[src/rtl/uart_pkg.sv]
// rtl/uart_pkg.sv - shared UART parity constants and frame state encoding
package uart_pkg;

  localparam int PARITY_NONE = 0;
  localparam int PARITY_ODD  = 1;
  localparam int PARITY_EVEN = 2;

  // Frame phases; the receiver walks the same sequence.
  typedef enum logic [2:0] {
    ST_IDLE   = 3'd0,
    ST_START  = 3'd1,
    ST_DATA   = 3'd2,
    ST_PARITY = 3'd3,
    ST_STOP   = 3'd4
  } uart_state_e;

endpackage

[src/rtl/uart_baud_gen.sv]
// rtl/uart_baud_gen.sv - bit-time counter, ticks on the last clk of each bit
module uart_baud_gen #(
  parameter int CLKS_PER_BIT = 16
) (
  input  logic clk,
  input  logic rst,
  input  logic clear,
  output logic tick
);

  localparam int CNT_W = ($clog2(CLKS_PER_BIT) < 1) ? 1 : $clog2(CLKS_PER_BIT);
  localparam logic [CNT_W-1:0] TERM = CNT_W'(CLKS_PER_BIT - 1);

  logic [CNT_W-1:0] cnt;

  always_ff @(posedge clk or posedge rst) begin
    if (rst) begin
      cnt <= '0;
    end else if (clear || tick) begin
      cnt <= '0;
    end else begin
      cnt <= cnt + CNT_W'(1);
    end
  end

  assign tick = (cnt == TERM);

endmodule

[src/rtl/uart_tx_param.sv]
// rtl/uart_tx_param.sv - parametrised UART transmitter with ready/busy/done handshake
module uart_tx_param
  import uart_pkg::*;
#(
  parameter int CLKS_PER_BIT = 16,
  parameter int DATA_BITS    = 8,
  parameter int PARITY       = 0,
  parameter int STOP_BITS    = 1
) (
  input  logic                 clk,
  input  logic                 rst,
  input  logic                 send,
  input  logic [DATA_BITS-1:0] tx,
  output logic                 ready,
  output logic                 busy,
  output logic                 done,
  output logic                 out
);

  localparam int BIT_W = $clog2(DATA_BITS);
  localparam logic [BIT_W-1:0] LAST_DATA = BIT_W'(DATA_BITS - 1);
  localparam logic [BIT_W-1:0] LAST_STOP = BIT_W'(STOP_BITS - 1);

  if (CLKS_PER_BIT < 2 || CLKS_PER_BIT > 65535) begin : g_bad_cpb
    $error("uart_tx_param: CLKS_PER_BIT must be 2..65535");
  end
  if (DATA_BITS < 5 || DATA_BITS > 9) begin : g_bad_data
    $error("uart_tx_param: DATA_BITS must be 5..9");
  end
  if (PARITY < PARITY_NONE || PARITY > PARITY_EVEN) begin : g_bad_parity
    $error("uart_tx_param: PARITY must be 0, 1 or 2");
  end
  if (STOP_BITS < 1 || STOP_BITS > 2) begin : g_bad_stop
    $error("uart_tx_param: STOP_BITS must be 1 or 2");
  end

  uart_state_e          state, state_next;
  logic [BIT_W-1:0]     bit_cnt, bit_cnt_next;
  logic [DATA_BITS-1:0] shreg, shreg_next;
  logic                 par_bit, par_next;
  logic                 tick;
  logic                 baud_clear;

  uart_baud_gen #(
    .CLKS_PER_BIT(CLKS_PER_BIT)
  ) u_baud (
    .clk  (clk),
    .rst  (rst),
    .clear(baud_clear),
    .tick (tick)
  );

  always_ff @(posedge clk or posedge rst) begin
    if (rst) begin
      state   <= ST_IDLE;
      bit_cnt <= '0;
      shreg   <= '0;
      par_bit <= 1'b0;
    end else begin
      state   <= state_next;
      bit_cnt <= bit_cnt_next;
      shreg   <= shreg_next;
      par_bit <= par_next;
    end
  end

  always_comb begin
    state_next   = state;
    bit_cnt_next = bit_cnt;
    shreg_next   = shreg;
    par_next     = par_bit;
    out          = 1'b1;
    done         = 1'b0;
    case (state)
      ST_IDLE: begin
        if (send) begin
          shreg_next   = tx;
          par_next     = (PARITY == PARITY_EVEN) ? ^tx : ~^tx;
          bit_cnt_next = '0;
          state_next   = ST_START;
        end
      end
      ST_START: begin
        out = 1'b0;
        if (tick) begin
          bit_cnt_next = '0;
          state_next   = ST_DATA;
        end
      end
      ST_DATA: begin
        out = shreg[0];
        if (tick) begin
          shreg_next = shreg >> 1;
          if (bit_cnt == LAST_DATA) begin
            bit_cnt_next = '0;
            state_next   = (PARITY != PARITY_NONE) ? ST_PARITY : ST_STOP;
          end else begin
            bit_cnt_next = bit_cnt + BIT_W'(1);
          end
        end
      end
      ST_PARITY: begin
        out = par_bit;
        if (tick) begin
          bit_cnt_next = '0;
          state_next   = ST_STOP;
        end
      end
      ST_STOP: begin
        // bit_cnt is reused to count stop bits
        if (tick) begin
          if (bit_cnt == LAST_STOP) begin
            done         = 1'b1;
            bit_cnt_next = '0;
            state_next   = ST_IDLE;
          end else begin
            bit_cnt_next = bit_cnt + BIT_W'(1);
          end
        end
      end
      default: begin
        state_next = ST_IDLE;
      end
    endcase
  end

  // The counter is held in IDLE and restarted on every phase change.
  assign baud_clear = (state == ST_IDLE) || (state_next != state);
  assign ready      = (state == ST_IDLE);
  assign busy       = ~ready;

endmodule

[config.mk]
export PLATFORM = sky130hd
export DESIGN_NAME = uart_tx_param
export DESIGN_NICKNAME = d
export VERILOG_FILES = /design/src/rtl/uart_pkg.sv /design/src/rtl/uart_baud_gen.sv /design/src/rtl/uart_tx_param.sv
export SDC_FILE = /design/constraint.sdc
export NUM_CORES = 1
export LEC_CHECK = 0
export ABC_AREA = 0
export BUFFER_PORTS_ARGS = -buffer_cell sky130_fd_sc_hd__buf_2
export CELL_PAD_IN_SITES_DETAIL_PLACEMENT = 0
export CELL_PAD_IN_SITES_GLOBAL_PLACEMENT = 1
export CORE_ASPECT_RATIO = 1.5
export CORE_UTILIZATION = 35
export CTS_CLUSTER_DIAMETER = 40
export DETAILED_ROUTE_END_ITERATION = 10
export PLACE_DENSITY_LB_ADDON = 0.1
export SLEW_MARGIN = 10
export SYNTH_ARGS = -nofsm -noshare
export SYNTH_HDL_FRONTEND = slang
export SYNTH_SLANG_ARGS = --single-unit
[constraint.sdc]
create_clock -name clk -period 3 [get_ports clk]
set_input_delay 0 -clock clk [delete_from_list [all_inputs] [get_ports clk]]
set_output_delay 0 -clock clk [all_outputs]
set_load 0.01 [all_outputs]
==> results of run 1 <==
-- stage by stage --
step	power (W)	hold slack, ns	cell area [um^2]	util (%)
after global placement	0.000292	0.162	1180	39.6
after CTS	0.000470	0.00456	1240	41.8
final	0.000462	0.00923	1240	41.8
after detailed placement	0.000292	0.166	1180	39.6
after floorplan	0.000280	-0.0489	1110	-
after global routing	0.000482	0.0206	1240	41.8
-- path summary, 6_finish.rpt --
path | startpoint | endpoint | slack (ns) | cells after the start
worst max-delay path | u_baud.cnt[0] | shreg[1] | 1.22 | 5
max in group asynchronous | rst | shreg[0] | 2.13 | 3
min in group asynchronous | rst | state[0] | 0.41 | 3
worst max register to register | u_baud.cnt[0] | shreg[1] | 1.22 | 5
worst min-delay path | send | shreg[7] | 0.009 | 3
worst min register to register | u_baud.cnt[0] | u_baud.cnt[0] | 0.47 | 1
-- what timing repair did --
item / CTS / global route
endpoints found under the hold margin: 20 / 0
setup buffers: 0 / 0
setup endpoints to repair: 0 / 0
hold buffers: 2 / 0
resized for setup: 0 / 0
-- cell usage in the layout, fill, tap and decap left out, drive strengths merged, types with 3 or more instances in the layout --
cell type	synthesis	routed
nand2	7	7
clkbuf	1	4
xnor2	8	8
nor2	7	7
o21ai	3	3
o22ai	7	7
a21oi	11	11
nor3	4	4
ha	4	4
inv	13	13
buf	5	14
nand3	5	5
dfrtp	19	19
-- layer usage --
layer | routed length (um) | share of wire, % | global-route usage (%) | vias to the layer above
met2 | 1050 | 49 | 22.7 | 15
met4 | 44 | 2.1 | 7.41 | 0
met1 | 973 | 46 | 18.6 | 386
met3 | 55 | 2.6 | 1.53 | 4
met5 | 0 | 0 | 0 | -
li1 | - | - | - | 425
-- power breakdown --
part           switching (W)  internal [W]
Clock              0.0000797     0.0000943
Combinational      0.0000156     0.0000164
Sequential                 0      0.000256
Total              0.0000953      0.000367
-- critical path: stages, from the launching register on --
cell     delay, ns
dfrtp_1       0.37
ha_1          0.26
nand4_2       0.16
or3_1         0.50
and2_4        0.28
a21oi_2       0.14
-- synthesized netlist by cell type --
library cell  instances  area share, %
dfrtp_1              19             43
inv_1                13            4.4
xnor2_1               8            6.3
a21oi_2               7            5.5
nand2_1               7            2.4
nor2_1                7            2.4
o22ai_1               7            3.9
nand3_1               5            2.2
a21oi_1               4            1.8
buf_6                 4            4.0
ha_1                  4            4.5
nor3_1                3            1.3
o21ai_0               3            1.3
a211oi_1              2            1.3
mux2_2                2            2.0
nand2b_1              2            1.1
nor3b_1               2            1.3
xor2_1                2            1.6
a31oi_1               1           0.56
and2_4                1           0.79
and3_1                1           0.56
buf_2                 1           0.45
clkbuf_1              1           0.34
nand4_2               1            1.1
nor3_2                1           0.90
nor4b_1               1           0.79
o21bai_1              1           0.67
o32a_1                1           0.90
o32ai_1               1           0.79
or2_2                 1           0.56
or3_1                 1           0.56
or3b_1                1           0.79
-- state kept, by name, indices dropped and copies added, names as in the netlist --
name / count
par_bit: 1
u_baud.cnt: 4
bit_cnt: 3
state: 3
shreg: 8
-- kinds of logic (layout without fill, tap and decap cells) --
logic type | count (synthesis) | count (layout) | synth area share, %
simple gates | 34 | 34 | 16.9
compound gates | 27 | 27 | 16.9
flops | 19 | 19 | 42.7
buf+inv | 19 | 33 | 9.21
xor+xnor | 10 | 10 | 7.87
fa+ha+maj | 4 | 4 | 4.49
mux | 2 | 2 | 2.02
-- area by class of cell --
| class | count | area [um^2] | share of cell area [%] |
|---|---|---|---|
| clock buffer | 4 | 45.0 | 3.62 |
| inverter | 13 | 48.8 | 3.92 |
| tap | 39 | 48.8 | 3.92 |
| sequential | 19 | 475 | 38.2 |
| timing repair buffer | 16 | 90.1 | 7.24 |
| multi-input combinational | 77 | 536 | 43.1 |
==> metrics.md, run 1 <==
| Metric | Value |
|---|---|
| GRT Total Usage | `about 14%` |
| H-tree Lvls | `1` |
| Synth warn | `0` |
| Non-filler cells, final | `168` |
| PD cells | `between 300 and 400 mW/mm^2` |
| PortBufs | `14` |
| Peak VDD IR | `about 0.22 mV` |
| CTS tree | `done` |
| N_diodes | `0` |
| Sequential element share of the synthesized area | `42.7%` |
| Clk Latency, worst-skew pair | `0.26 ns` |
| Core Region | `approximately 0.003 mm^2` |
| Max-Cap Viols | `0` |
| Mapped Area | `between 0.001 and 0.0015 mm^2` |
| Actual slew at the worst max-slew pin | `0.721 ns` |
| Bufs on Longest Clock Path | `2` |
| Fill count | `around 310` |
| Worst slack, placed | `~1.2 ns` |
| Chip width | `between 40 and 50 um` |
| Critical Path Source Type | `flip-flop` |
| Unrepaired setup endpoints after global routing | `no` |
| Fraction of layout cells with a size suffix above 1 | `between 20% and 30%` |
| Row cnt | `24` |
| Worst path required time | `3.18 ns` |
| Worst setup margin | `~1.2 ns` |
| Initial DRT Pass Iterations | `4` |
| Number of synthesized register bits | `19` |
| Crit-path max FO | `9` |
| Layout area overhead | `11.7%` |
| Max Transition Viols Final | `0` |
| Hold Crit Class | `in2reg` |
| Routed WL | `~2.1 mm` |
| Initial DRC count | `16` |
| Crit path time final | `roughly 1.8 ns` |
| Global-route wire length before repair | `between 3 and 4 mm` |
| Vias in the first global route | `between 800 and 900` |
| Number of clock sinks | `19` |
| Post-Syn Nets | `between 100 and 150` |
| Synth cell types | `32` |
| Post-route ant nets | `0` |
| Pleak | `about 0.57 nW` |
| Die ar. | `0.00342 mm^2` |
| Final period util | `between 50% and 60%` |
| Initial Util | `37.5%` |
| Routed length per instance | `roughly 13 um` |
| Synthesized instance count | `115` |
| Final Setup Violations | `0` |
| Num CTS Buffers | `3` |
| Status | `completed` |
| Dpl cells | `162` |
| Vias per std cell | `between 4 and 5` |
| F_max | `between 0.5 and 0.6 GHz` |
| Final HPWL DP | `1.61 mm` |
| Initial antenna violation count | `0` |
| Slew headroom | `51.9%` |
| Crit. End Element | `flip-flop` |
| Critical path class | `reg2reg` |
| Nets | `~150` |
| TNS Setup | `0 ns` |
| GR Overflow Total | `0` |
| WP data arrival | `around 2.0 ns` |
| Vias | `830` |
| Final hold vios | `0` |
| Clock slew at reported path FFs | `approximately 0.07 ns` |
| Avg Cell Area, Syn | `9.68 um^2` |
| DR DRC count | `0` |
| Clock root buffer | `clkbuf_8` |
| Ports | `15` |
| Maximum number of pins on one net before global-route repair | `20` |
| Clk_skew | `about 0.0085 ns` |
| DIE HEIGHT | `just over 70 um` |
| Gp weighted congestion | `0.740` |
Note: power is estimated with default switching activity, not from simulation.
==> run 2, diff against run 1 <==
--- a/config.mk
+++ b/config.mk
@@ -5,7 +5,7 @@
 export SDC_FILE = /design/constraint.sdc
 export NUM_CORES = 1
 export LEC_CHECK = 0
-export ABC_AREA = 0
+export ABC_AREA = 1
 export BUFFER_PORTS_ARGS = -buffer_cell sky130_fd_sc_hd__buf_2
 export CELL_PAD_IN_SITES_DETAIL_PLACEMENT = 0
 export CELL_PAD_IN_SITES_GLOBAL_PLACEMENT = 1
==> constraint.sdc (replaced) <==
create_clock -name clk -period 1.8 [get_ports clk]
set_input_delay 0 -clock clk [delete_from_list [all_inputs] [get_ports clk]]
set_output_delay 0 -clock clk [all_outputs]
set_load 0.01 [all_outputs]
==> metrics.md, run 2 <==
| Metric | Value |
|---|---|
| Top cells by area, synth | `dfrtp_1, nand2_1, inv_1` |
| Number of synthesized register bits | `19 (unchanged)` |
| Clock root buffer | `clkbuf_8` |
| Synth warn | `0 (unchanged)` |
| Nets | `220 (+52%)` |
| Slew headroom | `49.3% (-2.6 points)` |
| Unrepaired setup endpoints after global routing | `no` |
| Worst R2R Start | `u_baud.cnt[0]` |
| Layout area overhead | `14.9%` |
| DR DRC count | `0 (unchanged)` |
| Ports | `15 (unchanged)` |
| Post-route ant nets | `0 (unchanged)` |
| Sequential element share of the synthesized area | `35.7% (-6.9 points)` |
| Placed inst area | `0.00144 mm^2 (+22%)` |
| Status | `completed` |
| Global-route wire length before repair | `4.71 mm (+34%)` |
| Max Transition Viols Final | `0 (unchanged)` |
| Clock slew at reported path FFs | `0.08 ns (about the same)` |
| Top cells by count, synth | `nand2_1, inv_1, dfrtp_1` |
| Post-synth EDFFs | `0 (unchanged)` |
| Overall power | `0.000810 W (+75%)` |
| Primary FF master, synth | `dfrtp_1` |
| Fraction of layout cells with a size suffix above 1 | `21.1% (-2.2 points)` |
| Row cnt | `27 (+13%)` |
| DIE HEIGHT | `77.5 um (+9.0%)` |
| Avg Cell Area, Syn | `7.23 um^2 (-25%)` |
| CTS tree | `done` |
| Chip width | `52.3 um (+8.9%)` |
| Num CTS Buffers | `3 (unchanged)` |
| Most common cell in the netlist | `nand2_1` |
| Reg-to-reg slack, setup | `0.24 ns (-0.98 ns)` |
| Final HPWL DP | `2.19 mm (+36%)` |
| Crit path time final | `~1.6 ns` |
| Gp weighted congestion | `0.776 (+4.9%)` |
| GRT Total Usage | `15.9% (+1.5 points)` |
| Leading cell type in the layout, fill and taps excluded | `nand2_1` |
| Fill count | `395 (+27%)` |
| Design Area, Final | `0.00153 mm^2 (+23%)` |
| Final core occ | `41.9% (about the same)` |
| Final period util | `roughly 90%` |
| N_diodes | `0 (unchanged)` |
| Initial antenna violation count | `0 (unchanged)` |
| Synth cell types | `28 (-13%)` |
| Synthesized instance count | `184 (+60%)` |
| Yosys top cell by area | `dfrtp_1` |
| Max-Cap Viols | `0 (unchanged)` |
| H-tree Lvls | `1 (unchanged)` |
| GR Overflow Total | `0 (unchanged)` |
| Fin Hold WS | `0.0468 ns (+0.0376 ns)` |
| Maximum number of pins on one net before global-route repair | `20 (unchanged)` |
| Bufs on Longest Clock Path | `2 (unchanged)` |
| PD cells | `530 mW/mm^2 (+43%)` |
| Peak VDD IR | `0.247 mV (+12%)` |
| Commonest cells after routing, fill and taps aside | `nand2_1, inv_1, dfrtp_1` |
| RR Endpoint | `bit_cnt[0]` |
| Mapped Area | `0.00133 mm^2 (+19%)` |
| Actual slew at the worst max-slew pin | `0.760 ns (+0.0390 ns)` |
| Worst path required time | `1.80 ns (-1.38 ns)` |
| TNS Setup | `0 ns (unchanged)` |
| Vias | `1173 (+41%)` |
| Critical Path Source Type | `flip-flop` |
| Vias per std cell | `4.75 (-3.9%)` |
| Crit path launch | `u_baud.cnt[0]` |
| Largest register by flop count | `shreg` |
| Crit. End Element | `primary output` |
| Clk Latency, worst-skew pair | `0.26 ns (about the same)` |
| Initial DRC count | `16 (unchanged)` |
| Initial DRT Pass Iterations | `4 (unchanged)` |
| Worst setup endpoint | `done` |
| Final Setup Violations | `0 (unchanged)` |
| Hold Crit Class | `in2reg` |
| PortBufs | `14 (unchanged)` |
| Die ar. | `0.00406 mm^2 (+19%)` |
| F_max | `approximately 0.61 GHz` |
| Routed length per instance | `11.4 um (-10%)` |
| Core Region | `0.00365 mm^2 (+23%)` |
| Yosys top cell area share | `35.7% (-6.9 points)` |
| WP data arrival | `1.64 ns (-0.32 ns)` |
| Routed WL | `2.80 mm (+32%)` |
| Crit-path max FO | `5 (-4)` |
| Number of clock sinks | `19 (unchanged)` |
| Vias in the first global route | `1139 (+39%)` |
| Largest register FFs | `8 (unchanged)` |
| Pleak | `0.816 nW (+44%)` |
| R2R depth | `8 (+3)` |
| Post-synth ARST share | `100% (unchanged)` |
| Final hold vios | `0 (unchanged)` |
| Post-Syn Nets | `199 (+53%)` |
| Clk_skew | `0.00583 ns (-0.00264 ns)` |
| Initial Util | `36.5% (-1.0 points)` |
| Critical path class | `reg2out` |
| Largest regs | `shreg: 8 flops, u_baud.cnt: 4 flops` |
==> run 2: timing repair <==
item / CTS / global route
hold buffers: 1 / 0
hold endpoints to repair: 19 / 0
resized for setup: 0 / 0
setup buffers: 0 / 3
setup endpoints to repair: 0 / 3
==> run 2: logic make-up (layout without fill, tap and decap cells) <==
group                    Yosys count  after routing  share of synthesized area, %
AND/OR/NAND/NOR                   93             93                          30.9
adder cells (fa/ha/maj)            4              4                          3.76
flip-flops                        19             19                          35.7
XOR/XNOR                           7              7                          4.61
AO/OA/AOI/OAI                     26             26                          13.6
buffers and inverters             35             55                          11.4
==> run 2: worst min-delay path by stage <==
| stage | startpoint | to | slack (ns) | depth (start not counted) |
|---|---|---|---|---|
| after floorplan | rst | bit_cnt[0] | -0.05 | 1 |
| after global placement | rst | shreg[2] | 0.17 | 2 |
| after detailed placement | rst | shreg[3] | 0.19 | 2 |
| after CTS | send | state[0] | 0.03 | 3 |
| after global routing | send | state[0] | 0.04 | 3 |
| final | send | state[0] | 0.05 | 3 |
==> run 2: power breakdown <==
group	total [W]	internal (W)	switching, W
clock	0.000309	0.000154	0.000155
sequential	0.000426	0.000426	0
combinational	0.0000747	0.0000278	0.0000469
==> run 2: per-layer routing <==
metal | track usage [%] | vias to the layer above | wire [um] | share of wire (%)
met3 | 2.55 | 10 | 40 | 1.4
met5 | 0 | - | 0 | 0
met4 | 9.47 | 0 | 99 | 3.5
li1 | - | 609 | - | -
met2 | 29.2 | 18 | 1550 | 55
met1 | 15.7 | 536 | 1120 | 40
==> run 2: final cells by class <==
type | count | area [um^2] | area share [%]
Clock buffer | 3 | 41.3 | 2.70
Tap cell | 43 | 53.8 | 3.52
Multi-Input combinational cell | 130 | 703 | 46.0
Inverter | 31 | 119 | 7.78
Clock inverter | 1 | 5.00 | 0.328
Timing Repair Buffer | 20 | 130 | 8.52
Sequential cell | 19 | 475 | 31.1
==> run 2: critical path: stages (launching register included) <==
cell and delay [ns]:
dfrtp_1 0.38, ha_1 0.24, nand2_1 0.07, nor2_1 0.31
nand2_1 0.13, nor2_1 0.11, buf_2 0.14
==> run 2: through the flow <==
stage	worst slack, ns	instances
after floorplan	0.467	184
after global placement	0.176	239
after detailed placement	0.143	239
after CTS	0.123	244
after global routing	0.0106	247
final	0.163	247
